`src/rtl/mostra_sequencia.sv`:
```
// Plays back a stored sequence of one-hot LED patterns (addresses 0..rodada), each lit then dark.
// Optional cancel input enabled by defining MOSTRA_SEQUENCIA_CANCELA_EN.
module mostra_sequencia #(
    parameter int unsigned T_ACESO   = 50000000,
    parameter int unsigned T_APAGADO = 25000000
) (
    input  logic       clock,
    input  logic       reset,
    input  logic       iniciar,
    input  logic [3:0] rodada,
`ifdef MOSTRA_SEQUENCIA_CANCELA_EN
    input  logic       cancela,
`endif
    input  logic [3:0] mem_dado,
    output logic [3:0] mem_endereco,
    output logic [3:0] leds,
    output logic       ocupado,
    output logic       pronto,
    output logic [3:0] db_estado
);

    typedef enum logic [3:0] {
        INICIAL = 4'd0,
        CARREGA = 4'd1,
        ACESO   = 4'd2,
        APAGADO = 4'd3,
        FIM     = 4'd4
    } estado_t;

    localparam logic [25:0] CARGA_ACESO   = 26'(T_ACESO - 1);
    localparam logic [25:0] CARGA_APAGADO = 26'(T_APAGADO - 1);

    estado_t     state_reg, state_next;
    logic [25:0] timer_reg, timer_next;
    logic [3:0]  endereco_reg, endereco_next;
    logic [3:0]  led_reg, led_next;
    logic [3:0]  rodada_reg, rodada_next;

    always_ff @(posedge clock) begin
        if (reset) begin
            state_reg <= INICIAL;
        end else begin
            state_reg <= state_next;
        end
    end

    always_ff @(posedge clock) begin
        if (reset) begin
            timer_reg    <= '0;
            endereco_reg <= '0;
            led_reg      <= '0;
            rodada_reg   <= '0;
        end else begin
            timer_reg    <= timer_next;
            endereco_reg <= endereco_next;
            led_reg      <= led_next;
            rodada_reg   <= rodada_next;
        end
    end

    always_comb begin
        state_next    = state_reg;
        timer_next    = timer_reg;
        endereco_next = endereco_reg;
        led_next      = led_reg;
        rodada_next   = rodada_reg;
        case (state_reg)
            INICIAL: begin
                timer_next = '0;
                if (iniciar) begin
                    rodada_next   = rodada;
                    endereco_next = '0;
                    state_next    = CARREGA;
                end
            end
            CARREGA: begin
                led_next   = mem_dado;
                timer_next = CARGA_ACESO;
                state_next = ACESO;
            end
            ACESO: begin
                if (timer_reg == '0) begin
                    timer_next = CARGA_APAGADO;
                    state_next = APAGADO;
                end else begin
                    timer_next = timer_reg - 26'd1;
                end
            end
            APAGADO: begin
                if (timer_reg == '0) begin
                    // Last item reached: address never advances past the captured rodada.
                    if (endereco_reg == rodada_reg) begin
                        state_next = FIM;
                    end else begin
                        endereco_next = endereco_reg + 4'd1;
                        state_next    = CARREGA;
                    end
                end else begin
                    timer_next = timer_reg - 26'd1;
                end
            end
            FIM: begin
                timer_next = '0;
                state_next = INICIAL;
            end
            default: begin
                timer_next = '0;
                state_next = INICIAL;
            end
        endcase
`ifdef MOSTRA_SEQUENCIA_CANCELA_EN
        if (cancela && (state_reg == CARREGA || state_reg == ACESO || state_reg == APAGADO)) begin
            timer_next = '0;
            state_next = INICIAL;
        end
`endif
    end

    assign mem_endereco = endereco_reg;
    assign leds         = (state_reg == ACESO) ? led_reg : 4'b0000;
    assign ocupado      = (state_reg != INICIAL);
    assign pronto       = (state_reg == FIM);
    assign db_estado    = state_reg;

endmodule
```
`config.mk`:
```
export PLATFORM = sky130hd
export DESIGN_NAME = mostra_sequencia
export DESIGN_NICKNAME = d
export VERILOG_FILES = /design/src/rtl/mostra_sequencia.sv
export SDC_FILE = /design/constraint.sdc
export NUM_CORES = 1
export LEC_CHECK = 0
export BUFFER_PORTS_ARGS = -buffer_cell sky130_fd_sc_hd__buf_2
export CELL_PAD_IN_SITES_DETAIL_PLACEMENT = 1
export CELL_PAD_IN_SITES_GLOBAL_PLACEMENT = 1
export CORE_MARGIN = 3
export CORE_UTILIZATION = 30
export DETAILED_ROUTE_END_ITERATION = 16
export PLACE_DENSITY = 0.61
export SYNTH_ARGS = -nofsm -noshare
export SYNTH_HDL_FRONTEND = slang
export SYNTH_SLANG_ARGS = --single-unit
```
`constraint.sdc`:
```
create_clock -name clock -period 4.2 [get_ports clock]
set_input_delay 0.84 -clock clock [delete_from_list [all_inputs] [get_ports clock]]
set_output_delay 0.84 -clock clock [all_outputs]
set_load 0.005 [all_outputs]
```
# Word level (Yosys, flattened, before mapping)
# Cells that the tools add are included.
dict set report classes {
  n_eq_ne 10
  add_sub_neg 2
  reduce_logical 7
  muxes 13
}
# cell count
set ops {}
lappend ops {{26-bit one-hot mux with 3 select lines} 1}
lappend ops {{26-bit 2-to-1 mux} 2}
lappend ops {{4-bit 2-to-1 mux} 7}
lappend ops {{26-bit zero test} 1}
lappend ops {{26-bit by 1-bit subtractor with 26-bit output, second input constant} 1}
lappend ops {{4-bit one-hot mux with 4 select lines} 1}
lappend ops {{2-bit != test, second input constant} 5}
lappend ops {{4-bit by 2-bit == test with 1-bit output, second input constant} 2}
lappend ops {{4-bit one-hot mux with 2 select lines} 1}
lappend ops {{4-bit by 1-bit adder with 4-bit output, second input constant} 1}
lappend ops {{4-bit by 1-bit == test with 1-bit output, second input constant} 1}
lappend ops {{4-bit by 3-bit == test with 1-bit output, second input constant} 1}
lappend ops {{4-bit == test} 1}
lappend ops {{4-bit zero test} 1}
lappend ops {{4-bit AND reduction} 1}
lappend ops {{4-bit nonzero test} 1}
lappend ops {{3-bit 2-to-1 mux} 1}
lappend ops {{3-bit AND reduction} 1}
lappend ops {{2-bit AND reduction} 1}
lappend ops {{2-bit nonzero test} 1}
dict set report word_totals {
  in_bits 11
  register_bits 42
  output_inout_bits 14
}

# Logic depth before layout (Yosys ltp)
dict set report logic_depth {
  depth_word 4
  depth_mapped 8
  mapped_depth_nobuf 7
}

# Least setup slack after synthesis
# No wires, ideal clock.
dict set report synth_timing {
  path_type {register -> register}
  from {register timer_reg[12]}
  to {register timer_reg[0]}
  path_buffers 1
  required_ps 4133
  path_stages_with_launch 7
  slack_ps 2146
  arrival_ps 1987
  setup_time_ps 67
  path_cell_list {dfxtp_1 -> or4_4 -> nand4b_4 -> or3_4 -> buf_6 -> mux2_2 -> o21ai_2}
}
dict set report synth_between {
  elab_chain_len 3
  word_cells_on_any_way 4
  cone_classes {eq/ne (1); mux (2); reduce/logical (1)}
}
# element line
set synth_rtl {}
lappend synth_rtl {{from (decl)} 34} ;# logic [25:0] timer_reg, timer_next;
lappend synth_rtl {{from (signal assigned)} 54} ;# timer_reg <= timer_next;
lappend synth_rtl {{26-bit zero test (*)} {82, 90}}
lappend synth_rtl {{26-bit 2-to-1 mux} 82} ;# if (timer_reg == '0) begin
lappend synth_rtl {{26-bit one-hot mux with 3 select lines} 67} ;# case (state_reg)
# Every way passes the cells marked *; elsewhere a longest branch is shown, timed or not.
# A chain may end at the register's enable or synchronous reset.

# Worst setup path after layout
dict set report layout_timing {
  from {register timer_reg[4]}
  to {register timer_reg[13]}
}
dict set report layout_between {
  elab_chain_len 3
  word_cells_on_any_way 6
  cone_classes {add/sub (1); eq/ne (1); mux (3); reduce/logical (1)}
}
# element line
set layout_rtl {}
lappend layout_rtl {{26-bit by 1-bit subtractor with 26-bit output or 26-bit zero test (tied branches)} n/a}
lappend layout_rtl {{26-bit 2-to-1 mux (on tied branches)} {90, 82}}
lappend layout_rtl {{26-bit one-hot mux with 3 select lines} 67}
# Several ways; a longest one is shown, not always the timed one. The select of a mux whose other input is x is not followed.

==> out/results.ini <==
[status]
outcome=completed

[timing]
tightestPinTransition_ns=0.8709
maxSlewHeadroom=0.4178
whs_ns=0.4993
setup_tns_ns=0
fmax_mhz=378.2
finalCriticalPeriod_ns=2.644
setup_viol=0
hold_violations=0
fin_crit_sh=0.6295
rsz0062_at_grt=no
finalClockSkew_ns=0.01039
drv_slew=0

[clocking]
clk_pin_slew_ns=0.08
insertion_delay_ns=0.29
cts_buffer_depth=2
ctsResizeCount=0
cts-buffers-inserted=5
clock_sinks=41
htreeDepth=2
tritoncts=yes
root_buffer=clkbuf_8
cts_setup_buffers=0
cts_hold_buffers=0

[synth]
synth.avg_cell_area_um2=8.957
syn-num-nets=247
ys.warnings.count=0
synth_seq_cells=41
synth_cells=233
synth-seq-area-share=0.3933
synth-async-reset-ratio=0
synth_cell_type_count=51
synth_area_um2=2087
synth_edf_count=0
ys.flop_type=dfxtp_1

[pwr]
total_power_w=0.001485
power_density_nw_per_um2=635.2
p_leak_nw=0.9174
vdd_drop_max_v=0.0001436

[final_layout]
area_growth_pct=11.99
finalNetCount=268
layout-drive-gt1-share=0.1843
largest_reg_flops=26
antenna_cells=0
fillers=772
ff_latch_area_um2=820.8
multi_input_area_um2=1202

[placed_design]
gp_congestion=0.7712
numPortBuffers=23
hpwlAfterDp_mm=3.774

[global_routing]
grt_first_pass_wirelength_mm=8.694
grt.overflow.total=0
grt_usage=0.1400
grt_max_degree=17
antenna_found_initial=0
grt_pass1_vias=1646

[worst_setup_path]
crit_arrival_ns=2.81
cp-end-kind=register
path_buf_inv=0
critPathLaunch=timer_reg[4]
worstPathCellList=nor4_2 > nand3_1 > nor4_1 > a211o_1 > o21ai_0
cp_max_fo=12
r2r_cells=5
rr_startpoint=timer_reg[4]
cp_top_family=simple AND/OR/NAND/NOR gates
crit_type=reg -> reg
crit_slowest_cell=nor4_2
max_stage_delay_ns=0.68
path_depth=5
worstSetupStartpointType=register
required_ns=4.37

[drt]
ant_nets=0
drt_iter0_drc=97
vias_per_cell=5.178
first_pass_iters=4
detail_route.wl_per_cell_um=15.71
finalWirelength_mm=5.216
drc=0
vias=1719

[floorplanning]
dieArea_um2=7993
die_h_um=89.41
floorplan.initialDensity=0.3195
rows=29
io_pins=25
core_area_um2=6531
die_w_um=89.41

[run]
cap_viol_max_count=0

[hold_path]
worstHoldStart=led_reg[3]
holdPathStages=2
min_path_type=reg -> reg

==> report_power, final <==
group          total (W)  leakage [nW]  switching (W)  internal [W]
Combinational   0.000721         0.545       0.000423      0.000298
Sequential      0.000509         0.334      0.0000653      0.000444
Clock           0.000255        0.0385       0.000137      0.000118
==> kinds of logic after synthesis <==
group                      count (synthesis)  share of synthesized area
AOI/OAI and AO/OA                         46                     0.1415
xor gates and xnor gates                  20                    0.08393
adders and majority gates                  3                    0.01799
buffers and inverters                     13                    0.03057
DFF                                       41                     0.3933
muxes                                     11                    0.05396
other                                      1                   0.001797
and+or+nand+nor                           98                     0.2770
==> Yosys cell counts (5+ instances only) <==
| master | n | area share |
|---|---|---|
| a21oi_1 | 14 | 0.034 |
| clkbuf_1 | 6 | 0.011 |
| dfxtp_1 | 41 | 0.39 |
| mux2i_1 | 9 | 0.043 |
| nand2_1 | 16 | 0.029 |
| nand2b_1 | 5 | 0.015 |
| nand3_1 | 7 | 0.017 |
| nor2_1 | 25 | 0.045 |
| nor3_1 | 8 | 0.019 |
| nor4_1 | 5 | 0.015 |
| o21ai_0 | 11 | 0.026 |
| xnor2_1 | 14 | 0.059 |
| xor2_1 | 6 | 0.025 |
==> layout by cell type (no fill, tap or decap), types with 2 or more instances in the layout <==
master | synthesis | layout
a211oi_1 | 4 | 4
a21oi_1 | 14 | 14
a31o_2 | 2 | 2
a31oi_1 | 3 | 3
and2_1 | 4 | 4
buf_2 | 0 | 23
clkbuf_1 | 6 | 2
clkbuf_8 | 0 | 5
dfxtp_1 | 41 | 41
ha_1 | 3 | 3
inv_1 | 3 | 3
mux2_2 | 2 | 2
mux2i_1 | 9 | 9
nand2_1 | 16 | 16
nand2b_1 | 5 | 5
nand3_1 | 7 | 7
nand4_1 | 3 | 3
nor2_1 | 25 | 25
nor2b_1 | 2 | 2
nor3_1 | 8 | 8
nor3b_1 | 4 | 4
nor4_1 | 5 | 5
nor4_2 | 2 | 2
o21ai_0 | 11 | 11
o41ai_1 | 2 | 2
or3_1 | 4 | 4
or4_1 | 3 | 3
xnor2_1 | 14 | 14
xor2_1 | 6 | 6
==> through the flow <==
stage                     setup WS (ns)  std cells  cell area, µm²  utilization
after CTS                         1.534        332            2337       0.3579
after global routing              1.308        332            2337       0.3579
after global placement            1.684        324            2253       0.3450
final                             1.556        332            2337       0.3579
after detailed placement          1.537        324            2253       0.3450
after floorplan                   2.146        233            2087            -
==> routing by layer <==
layer | vias up | track usage | routed length (µm)
met2 | 23 | 0.1996 | 2223
met4 | 0 | 0.03248 | 42
met3 | 4 | 0.03318 | 159
met1 | 815 | 0.2109 | 2791
met5 | - | 0 | 0
li1 | 877 | - | -
==> final cells by class <==
class	instances	share of cell area
inverters	3	0.004818
well taps	77	0.04122
repair buffers	24	0.05246
clock inverters	1	0.003212
flip-flops and latches	41	0.3512
multi-input cells	179	0.5145
clock buffers	7	0.03266
==> worst paths after layout <==
check | endpoint | slack, ns
max | timer_reg[13] | 1.56
min | led_reg[3] | 0.50
max reg2reg | timer_reg[13] | 1.56
min reg2reg | led_reg[3] | 0.50
==> tightest hold or removal path: cells and delay by family, from the launching register on <==
| family | cells | cell delay [ns] |
|---|---|---|
| DFF | 1 | 0.33 |
| muxes | 1 | 0.07 |
| and+or+nand+nor | 1 | 0.07 |
(Power assumes the default switching activity.)
